### src/rtl/rootmodule_child_scheduler.sv
`default_nettype none
// ============================================================================
//  Module      : rootmodule_child_scheduler
//  Description : Boot sequencer and round-robin arbiter for the child
//                instances of the root wrapper. Children are enabled one at
//                a time after reset. A single shared resource slot is then
//                granted to one requesting child at a time. Each grant ends
//                on a done strobe from the holder or on a forced timeout.
//  Revision    : 1.0 - initial release
// ============================================================================
module rootmodule_child_scheduler #(
    parameter int NUM_CH   = 5,
    parameter int BOOT_GAP = 4,
    parameter int TIMEOUT  = 16,
    localparam int ID_W    = (NUM_CH > 1) ? $clog2(NUM_CH) : 1
) (
    input  logic              clk,
    input  logic              rst_n,
    input  logic [NUM_CH-1:0] req,
    input  logic [NUM_CH-1:0] done,
    output logic [NUM_CH-1:0] en,
    output logic [NUM_CH-1:0] gnt,
    output logic [ID_W-1:0]   gnt_id,
    output logic              busy,
    output logic              timeout_pulse,
    output logic [ID_W-1:0]   timeout_id
);

    // The boot index has to be able to hold NUM_CH, which marks "all enabled".
    localparam int                  c_bidx_w      = $clog2(NUM_CH + 1);
    localparam logic [7:0]          c_boot_reload = 8'(BOOT_GAP - 1);
    localparam logic [7:0]          c_gnt_last    = 8'(TIMEOUT - 1);
    localparam logic [ID_W-1:0]     c_last_id     = ID_W'(NUM_CH - 1);
    localparam logic [c_bidx_w-1:0] c_boot_done   = c_bidx_w'(NUM_CH);

    localparam logic [1:0] c_st_boot    = 2'd0;
    localparam logic [1:0] c_st_idle    = 2'd1;
    localparam logic [1:0] c_st_grant   = 2'd2;
    localparam logic [1:0] c_st_release = 2'd3;

    logic [1:0]          r_state,      w_state_nxt;
    logic [NUM_CH-1:0]   r_en,         w_en_nxt;
    logic [NUM_CH-1:0]   r_gnt,        w_gnt_nxt;
    logic [ID_W-1:0]     r_gnt_id,     w_gnt_id_nxt;
    logic                r_busy,       w_busy_nxt;
    logic                r_tpulse,     w_tpulse_nxt;
    logic [ID_W-1:0]     r_tid,        w_tid_nxt;
    logic [ID_W-1:0]     r_ptr,        w_ptr_nxt;
    logic [7:0]          r_boot_cnt,   w_boot_cnt_nxt;
    logic [c_bidx_w-1:0] r_boot_idx,   w_boot_idx_nxt;
    logic [7:0]          r_gnt_cnt,    w_gnt_cnt_nxt;

    logic [NUM_CH-1:0]   w_elig;
    logic                w_found;
    logic [ID_W-1:0]     w_winner;
    int                  w_scan;
    logic [ID_W-1:0]     w_ptr_inc;

    assign w_elig    = req & r_en;
    assign w_ptr_inc = (r_gnt_id == c_last_id) ? '0 : r_gnt_id + 1'b1;

    // Round-robin search: first eligible child at or after the pointer, wrapping.
    always_comb begin
        w_found  = 1'b0;
        w_winner = '0;
        w_scan   = 0;
        for (int i = 0; i < NUM_CH; i++) begin
            w_scan = int'(r_ptr) + i;
            if (w_scan >= NUM_CH) begin
                w_scan = w_scan - NUM_CH;
            end
            if (!w_found && w_elig[w_scan[ID_W-1:0]]) begin
                w_found  = 1'b1;
                w_winner = w_scan[ID_W-1:0];
            end
        end
    end

    // Next-state and next-output logic; everything holds unless a state says otherwise.
    always_comb begin
        w_state_nxt    = r_state;
        w_en_nxt       = r_en;
        w_gnt_nxt      = r_gnt;
        w_gnt_id_nxt   = r_gnt_id;
        w_busy_nxt     = r_busy;
        w_tpulse_nxt   = 1'b0;
        w_tid_nxt      = r_tid;
        w_ptr_nxt      = r_ptr;
        w_boot_cnt_nxt = r_boot_cnt;
        w_boot_idx_nxt = r_boot_idx;
        w_gnt_cnt_nxt  = r_gnt_cnt;

        case (r_state)
            c_st_boot: begin
                // Counter at zero means the next enable is due now; the cycle
                // after the last enable moves on to arbitration.
                if (r_boot_idx == c_boot_done) begin
                    w_state_nxt = c_st_idle;
                end else if (r_boot_cnt == 8'd0) begin
                    w_en_nxt[r_boot_idx] = 1'b1;
                    w_boot_idx_nxt       = r_boot_idx + 1'b1;
                    w_boot_cnt_nxt       = c_boot_reload;
                end else begin
                    w_boot_cnt_nxt = r_boot_cnt - 8'd1;
                end
            end

            c_st_idle: begin
                if (w_found) begin
                    w_gnt_nxt           = '0;
                    w_gnt_nxt[w_winner] = 1'b1;
                    w_gnt_id_nxt        = w_winner;
                    w_busy_nxt          = 1'b1;
                    w_gnt_cnt_nxt       = 8'd0;
                    w_state_nxt         = c_st_grant;
                end
            end

            c_st_grant: begin
                w_gnt_cnt_nxt = r_gnt_cnt + 8'd1;
                // done from the holder takes priority over an expiring timer.
                if (done[r_gnt_id]) begin
                    w_gnt_nxt   = '0;
                    w_busy_nxt  = 1'b0;
                    w_ptr_nxt   = w_ptr_inc;
                    w_state_nxt = c_st_release;
                end else if (r_gnt_cnt == c_gnt_last) begin
                    w_gnt_nxt    = '0;
                    w_busy_nxt   = 1'b0;
                    w_ptr_nxt    = w_ptr_inc;
                    w_tpulse_nxt = 1'b1;
                    w_tid_nxt    = r_gnt_id;
                    w_state_nxt  = c_st_release;
                end
            end

            c_st_release: begin
                w_state_nxt = c_st_idle;
            end

            default: begin
                w_state_nxt = c_st_boot;
            end
        endcase
    end

    // State and output registers with synchronous active-low reset.
    always_ff @(posedge clk) begin
        if (!rst_n) begin
            r_state    <= c_st_boot;
            r_en       <= '0;
            r_gnt      <= '0;
            r_gnt_id   <= '0;
            r_busy     <= 1'b0;
            r_tpulse   <= 1'b0;
            r_tid      <= '0;
            r_ptr      <= '0;
            r_boot_cnt <= 8'd0;
            r_boot_idx <= '0;
            r_gnt_cnt  <= 8'd0;
        end else begin
            r_state    <= w_state_nxt;
            r_en       <= w_en_nxt;
            r_gnt      <= w_gnt_nxt;
            r_gnt_id   <= w_gnt_id_nxt;
            r_busy     <= w_busy_nxt;
            r_tpulse   <= w_tpulse_nxt;
            r_tid      <= w_tid_nxt;
            r_ptr      <= w_ptr_nxt;
            r_boot_cnt <= w_boot_cnt_nxt;
            r_boot_idx <= w_boot_idx_nxt;
            r_gnt_cnt  <= w_gnt_cnt_nxt;
        end
    end

    assign en            = r_en;
    assign gnt           = r_gnt;
    assign gnt_id        = r_gnt_id;
    assign busy          = r_busy;
    assign timeout_pulse = r_tpulse;
    assign timeout_id    = r_tid;

endmodule
`default_nettype wire

### config.mk
export PLATFORM = sky130hd
export DESIGN_NAME = rootmodule_child_scheduler
export DESIGN_NICKNAME = d
export VERILOG_FILES = /design/src/rtl/rootmodule_child_scheduler.sv
export SDC_FILE = /design/constraint.sdc
export NUM_CORES = 1
export LEC_CHECK = 0
export ABC_AREA = 0
export CORE_MARGIN = 2
export CORE_UTILIZATION = 58
export DETAILED_ROUTE_END_ITERATION = 8
export PLACE_DENSITY = 0.81
export SYNTH_ARGS = -nofsm -noshare
export SYNTH_HDL_FRONTEND = slang
export SYNTH_SLANG_ARGS = --single-unit
### constraint.sdc
create_clock -name clk -period 4 [get_ports clk]
set_input_delay 0.4 -clock clk [delete_from_list [all_inputs] [get_ports clk]]
set_output_delay 0.4 -clock clk [all_outputs]
set_load 0.005 [all_outputs]
==> results of run 1 <==
## cell usage after synthesis (5+ instances only)
| library cell | n |
|---|---|
| nor2_1 | 53 |
| dfxtp_1 | 42 |
| nand2_1 | 31 |
| inv_1 | 21 |
| ha_1 | 18 |
| a21oi_1 | 17 |
| a211oi_1 | 15 |
| o21ai_0 | 15 |
| xnor2_1 | 14 |
| nand3_1 | 13 |
| nor4_1 | 9 |
| nand2b_1 | 8 |
| mux2i_1 | 7 |
| a31oi_1 | 6 |
| and2_1 | 5 |
| buf_2 | 5 |
| nor3_1 | 5 |
| xor2_1 | 5 |
## final cells by class
cell class              instances  area, µm²  area share, %
clock inverters                 2       12.5          0.347
well taps                      70       87.6           2.43
clock buffers                   6       82.6           2.29
multi-input cells             310       2170           60.2
repair buffers                 34        328           9.09
flip-flops and latches         42        841           23.3
inverters                      22       82.6           2.29
## through the flow
stage / hold slack (ns) / power [W] / util (%) / setup WS [ns]
final: 0.461 / 0.00138 / 69.3 / 0.356
after global routing: 0.485 / 0.00147 / 69.3 / 0.0558
after CTS: 0.463 / 0.00138 / 69.3 / 0.442
after detailed placement: 0.452 / 0.00109 / 67.5 / 0.451
after global placement: 0.446 / 0.00108 / 67.5 / 0.538
after floorplan: 0.448 / 0.000954 / - / 0.616
## power breakdown
part           total, W  switching, W  leakage, nW  internal [W]
sequential     0.000558     0.0000698        0.341      0.000489
clock          0.000285      0.000146       0.0472      0.000139
combinational  0.000535      0.000300        0.943      0.000235
## layer usage
layer / GRT usage [%] / share of wire (%) / up-vias
met1: 35.0 / 44 / 1387
met5: 0 / 0 / -
met3: 3.56 / 5.7 / 23
li1: - / - / 1474
met4: 10.0 / 2.4 / 0
met2: 44.1 / 48 / 114
## worst register-to-register path, cell delays in order, from the launching register on
cell and delay [ns]:
dfxtp_1 0.60, inv_1 0.12, ha_1 0.22, ha_1 0.45
nand2b_1 0.22, nor2_1 0.07, a2111oi_0 0.43, a32oi_1 0.21
nor4b_4 0.54, a21boi_2 0.20, and3_4 0.23, a32o_1 0.25
## state kept, by name, summed over array words and instances, names as in the netlist
signal,flops
busy,1
en,5
r_gnt_cnt,8
gnt,5
timeout_pulse,1
r_ptr,3
gnt_id,3
r_boot_cnt,8
r_state,2
r_boot_idx,3
timeout_id,3
## cells by family after synthesis
family                     Yosys count
and+or+nand+nor                    156
AOI/OAI and AO/OA                  103
DFF                                 42
buffers and inverters               35
xor gates and xnor gates            20
adders and majority gates           19
muxes                               12
## worst paths after layout
kind,from,endpoint,slack (ns)
hold reg to reg,gnt[3]$_SDFFE_PN0P_,gnt[3]$_SDFFE_PN0P_,0.46
setup reg to reg,r_ptr[1]$_SDFFE_PN0P_,gnt[2]$_SDFFE_PN0P_,0.36
hold / removal,gnt[3]$_SDFFE_PN0P_,gnt[3]$_SDFFE_PN0P_,0.46
setup / recovery,r_ptr[1]$_SDFFE_PN0P_,gnt[2]$_SDFFE_PN0P_,0.36
## placed cells by master, fill, tap and decap left out, types with 3 or more instances in the layout
master           instances
o32ai_1                  4
buf_4                    5
nor2b_1                  4
clkdlybuf4s50_1         29
a2111oi_2                3
mux2_2                   3
inv_1                   21
a21oi_1                 17
dfxtp_1                 42
xnor2_1                 14
o21ai_0                 15
nand2b_1                 8
a211oi_1                15
nand3_1                 13
xor2_1                   5
a211o_1                  4
a31oi_1                  6
and3_1                   3
mux2i_1                  7
nor2_1                  53
or2_2                    4
nand3b_1                 3
nor3_1                   5
clkbuf_8                 6
and2_1                   5
ha_1                    18
nor4_1                   9
nand2_1                 31
a32oi_1                  3
==> reports/results.tsv, run 1 <==
stage	metric	value	unit
sta	fin_setup_tns	0	ns
synthesis	ys_types	77	
sta	relSlewSlack	48.8	%
cts	clkLatencyLatePin	0.29	ns
power	vdd_drop_max	392	µV
global_routing	grt_pass1_wl	13000	µm
worst_setup_path	path_max_fanout	12	
cts	post_cts_resized	0	
synthesis	synth_fa_ha_area_share	7.72	%
cts	hold_buffers	0	
sta	min_period	3.64	ns
routing	drt-initial-drc-count	241	
worst_setup_path	crit_chain	inv_1 > ha_1 > ha_1 > nand2b_1 > nor2_1 > a2111oi_0 > a32oi_1 > nor4b_4 > a21boi_2 > and3_4 > a32o_1	
placement	dpl_cell_area	3510	µm²
synthesis	synthXorXnorAreaFrac	5.75	%
layout	antenna_cells	0	
synthesis	synth_cells	387	
routing	vias	2998	
synthesis	synth_top_area_cell	dfxtp_1	
worst_setup_path	cp.arrival	3.83	ns
sta	drv_slew	0	
synthesis	synth_area	3180	µm²
cts	clock-sinks	42	
synthesis	synth-simple-area-share	25.4	%
synthesis	synth_top_family_by_area	simple AND/OR/NAND/NOR gates	
layout	syn_to_final_growth	13.5	%
placement	port_buffers	29	
floorplanning	start_util	61.0	%
placement	post-dp-hpwl	6030	µm
worst_setup_path	crit_slowest_cell	dfxtp_1	
worst_setup_path	slowest_delay	0.60	ns
floorplanning	pin_count	30	
floorplanning	dieWidth	78.0	µm
layout	drive_gt1_share	8.89	%
layout	final_nets	446	
routing	route.detailed.drc	0	
synthesis	synth_edf_count	0	
global_routing	grt_pass1_vias	2740	
floorplanning	std_cell_rows	26	
min_path	min_path_type	reg2reg	
cts	cts_htree_levels	2	
synthesis	yosysTopAreaCellShare	26.5	%
outcome	status	completed	
cts	clkTransAtPathRegs	0.08	ns
global_routing	gr-total-overflow	0	
run	maxCapViolations	0	
cts	cts_tree	done	
floorplanning	die_area	6090	µm²
worst_setup_path	cp.depth	11	
floorplanning	core_area	5200	µm²
cts	cts_buffers	5	
placement	globalplace.congestion	0.961	
sta	finalCritPeriodShare	91.1	%
global_routing	antenna_found_initial	0	
cts	clockBufferDepth	2	
synthesis	synthMuxAreaShare	4.41	%
placement	placedCellCount	478	
sta	setup_viol	0	
synthesis	ys_seq_area_share	26.5	%
global_routing	grt_max_degree	28	
floorplanning	fp.dieH	78.0	µm
synthesis	synth_nets	418	
layout	stdcell_count	486	
synthesis	yosysWarnings	0	
cts	post_cts_buffers	0	
power	p_leak	1.33	nW
worst_setup_path	worstPathRequired	4.19	ns
synthesis	synth_ff_type	dfxtp_1	
worst_setup_path	critPathBufInv	1	
worst_setup_path	rr_worst_depth	11	
layout	fin_area	3610	µm²
synthesis	avgSynthCellArea	8.21	µm²
sta	worstMarginPinSlew	0.767	ns
sta	finClkSkew	0.00461	ns
sta	max_freq	274	MHz
worst_setup_path	critPathLaunchType	flop	
power	p_per_area	382	nW/µm²
layout	n_fill_cell	411	
routing	vias_per_cell	6.17	
synthesis	synthTopCellsByArea	dfxtp_1 (26%), ha_1 (7.1%), nor2_1 (6.3%)	
routing	wire_per_inst	16.1	µm
synthesis	synth_compound_area_share	25.1	%
cts	cts_root_buf	clkbuf_8	
sta	hold_violations	0	
min_path	whs_path_depth	2	
worst_setup_path	crit_type	reg2reg	
synthesis	synth-seq-cells	42	
worst_setup_path	critPathMostFrequentCell	ha_1	
worst_setup_path	critPathCaptureType	flop	
worst_setup_path	cp_top_family	compound AO/OA/AOI/OAI gates	
routing	finalWirelength	7830	µm
sta	grt_setup_unrepaired	no	
global_routing	gr-usage-all-layers	26.5	%
synthesis	synth-async-reset-ratio	0	%
routing	dr.pass1.iters	8	
routing	ant_nets	0	
(Power assumes the default switching activity.)
==> run 2, diff against run 1 <==
--- a/config.mk
+++ b/config.mk
@@ -9,7 +9,7 @@
 export CORE_MARGIN = 2
 export CORE_UTILIZATION = 58
 export DETAILED_ROUTE_END_ITERATION = 8
-export PLACE_DENSITY = 0.81
+export PLACE_DENSITY_LB_ADDON = 0.25
 export SYNTH_ARGS = -nofsm -noshare
 export SYNTH_HDL_FRONTEND = slang
 export SYNTH_SLANG_ARGS = --single-unit
==> run 2 against run 1 <==
Compared with the run above: total power up 2.6%; critical path type unchanged; flip-flop and latch count unchanged; highest routed layer unchanged; wire length up 4.4%; critical endpoint unchanged; hold slack better by 0.0020 ns.
==> reports/results.tsv, run 2 (synthesized netlist as in run 1, its figures left out) <==
stage	metric	value	unit	change
outcome	status	completed		
global_routing	grt_max_degree	28		unchanged
power	pwr-share-seq	39.6	%	-0.9 points
layout	n_fill_cell	434		+5.6%
worst_setup_path	path_max_fanout	12		unchanged
placement	globalplace.congestion	0.983		+2.3%
routing	ant_nets	0		unchanged
routing	drt-initial-drc-count	229		-5.0%
cts	post_cts_buffers	0		unchanged
routing	vias_per_cell	6.19		+0.37%
sta	finalCritPeriodShare	92.1	%	+0.94 points
power	vdd_drop_max	581	µV	+48%
sta	min_period	3.68	ns	+0.0378 ns
floorplanning	die_area	6090	µm²	unchanged
cts	cts_htree_levels	2		unchanged
worst_setup_path	rr_worst_depth	11		unchanged
floorplanning	pin_count	30		unchanged
sta	grt_setup_unrepaired	no		
power	p_switching	0.000505	W	-2.2%
power	switching_share	35.7	%	-1.8 points
layout	drive_gt1_share	8.41	%	-0.48 points
global_routing	gr-total-overflow	0		unchanged
sta	drv_slew	0		unchanged
floorplanning	dieWidth	78.0	µm	unchanged
routing	route.detailed.drc	0		unchanged
placement	placedCellCount	478		unchanged
routing	finalWirelength	8170	µm	+4.4%
worst_setup_path	cp.arrival	3.88	ns	+0.05 ns
min_path	min_path_type	reg2reg		
global_routing	grt_pass1_vias	2889		+5.4%
power	p_comb_share	37.7	%	-1.1 points
floorplanning	std_cell_rows	26		unchanged
worst_setup_path	critPathLaunchType	flop		
sta	setup_viol	0		unchanged
layout	final_nets	446		unchanged
run	maxCapViolations	0		unchanged
cts	clockBufferDepth	2		unchanged
floorplanning	start_util	61.0	%	unchanged
worst_setup_path	crit_type	reg2reg		
sta	worstMarginPinSlew	0.746	ns	-0.0208 ns
cts	hold_buffers	0		unchanged
global_routing	gr-usage-all-layers	28.3	%	+1.9 points
worst_setup_path	critPathCaptureType	flop		
worst_setup_path	worstPathRequired	4.19	ns	about the same
layout	largestRegisters	r_boot_cnt: 8 flops, r_gnt_cnt: 8 flops		
placement	post-dp-hpwl	6200	µm	+2.9%
power	pwr-share-clk	22.7	%	+2.0 points
cts	post_cts_resized	0		unchanged
layout	mostFrequentLayoutCell	nor2_1		
cts	clkTransAtPathRegs	0.08	ns	about the same
sta	max_freq	272	MHz	-1.0%
placement	port_buffers	29		unchanged
layout	antenna_cells	0		unchanged
sta	finClkSkew	0.00811	ns	+0.00350 ns
cts	clock-sinks	42		unchanged
power	p_leak	1.34	nW	+0.39%
routing	vias	3009		+0.37%
cts	cts_root_buf	clkbuf_8		
sta	fin_setup_tns	0	ns	unchanged
floorplanning	core_area	5200	µm²	unchanged
layout	syn_to_final_growth	13.9	%	
sta	hold_violations	0		unchanged
routing	dr.pass1.iters	5		-3
global_routing	antenna_found_initial	0		unchanged
cts	cts_buffers	5		unchanged
cts	clkLatencyLatePin	0.30	ns	about the same
layout	layout_common_cells	nor2_1 (53), dfxtp_1 (42), nand2_1 (31)		
power	p_per_area	391	nW/µm²	+2.3%
global_routing	grt_pass1_wl	13800	µm	+6.3%
routing	wire_per_inst	16.8	µm	+4.4%
layout	stdcell_count	486		unchanged
floorplanning	fp.dieH	78.0	µm	unchanged
power	intPower	0.000909	W	+5.5%
min_path	whs_path_depth	2		unchanged
cts	cts_tree	done		
sta	relSlewSlack	50.2	%	+1.4 points
run 2: power groups by stage:
stage	clock network, W	logic, W	registers [W]
floorplan	0	0.000401	0.000553
global placement	0	0.000511	0.000563
detailed placement	0	0.000526	0.000565
CTS	0.000328	0.000531	0.000558
global route	0.000345	0.000598	0.000570
finish	0.000321	0.000533	0.000560
run 2: metrics by stage:
step                      setup slack (ns)  hold WS (ns)  power [W]  area, µm²  util (%)
final                                0.318         0.463    0.00141       3620      69.5
after global placement               0.530         0.456    0.00107       3510      67.5
after global routing                0.0469         0.478    0.00151       3620      69.5
after CTS                            0.399         0.469    0.00142       3620      69.5
after detailed placement             0.416         0.458    0.00109       3510      67.5
after floorplan                      0.616         0.448   0.000954       3180         -
run 2: final timing paths:
path	startpoint	to	slack, ns
setup reg to reg	r_ptr[1]$_SDFFE_PN0P_	gnt[2]$_SDFFE_PN0P_	0.32
hold / removal	gnt[1]$_SDFFE_PN0P_	gnt[1]$_SDFFE_PN0P_	0.46
setup / recovery	r_ptr[1]$_SDFFE_PN0P_	gnt[2]$_SDFFE_PN0P_	0.32
hold reg to reg	gnt[1]$_SDFFE_PN0P_	gnt[1]$_SDFFE_PN0P_	0.46
run 2: per-layer routing:
layer	wire [µm]	track usage, %	vias to the layer above
li1	-	-	1484
met1	3550	33.5	1398
met2	3980	49.5	98
met3	346	5.06	29
met4	291	13.7	0
met5	0	0	-
run 2: area by class of cell:
type | count | area (µm²) | area share [%]
clock buffer | 7 | 76.3 | 2.11
multi-input combinational | 310 | 2170 | 60.0
tap | 70 | 87.6 | 2.42
timing repair buffer | 34 | 328 | 9.06
inverter | 22 | 82.6 | 2.28
sequential | 42 | 841 | 23.2
clock inverter | 1 | 30.0 | 0.830
run 2: worst max-delay path, cell delays in order (launching register included):
cell,delay [ns]
dfxtp_1,0.60
inv_1,0.12
ha_1,0.21
ha_1,0.45
nand2b_1,0.23
nor2_1,0.07
a2111oi_0,0.41
a32oi_1,0.23
nor4b_4,0.57
a21boi_2,0.20
and3_4,0.23
a32o_1,0.24
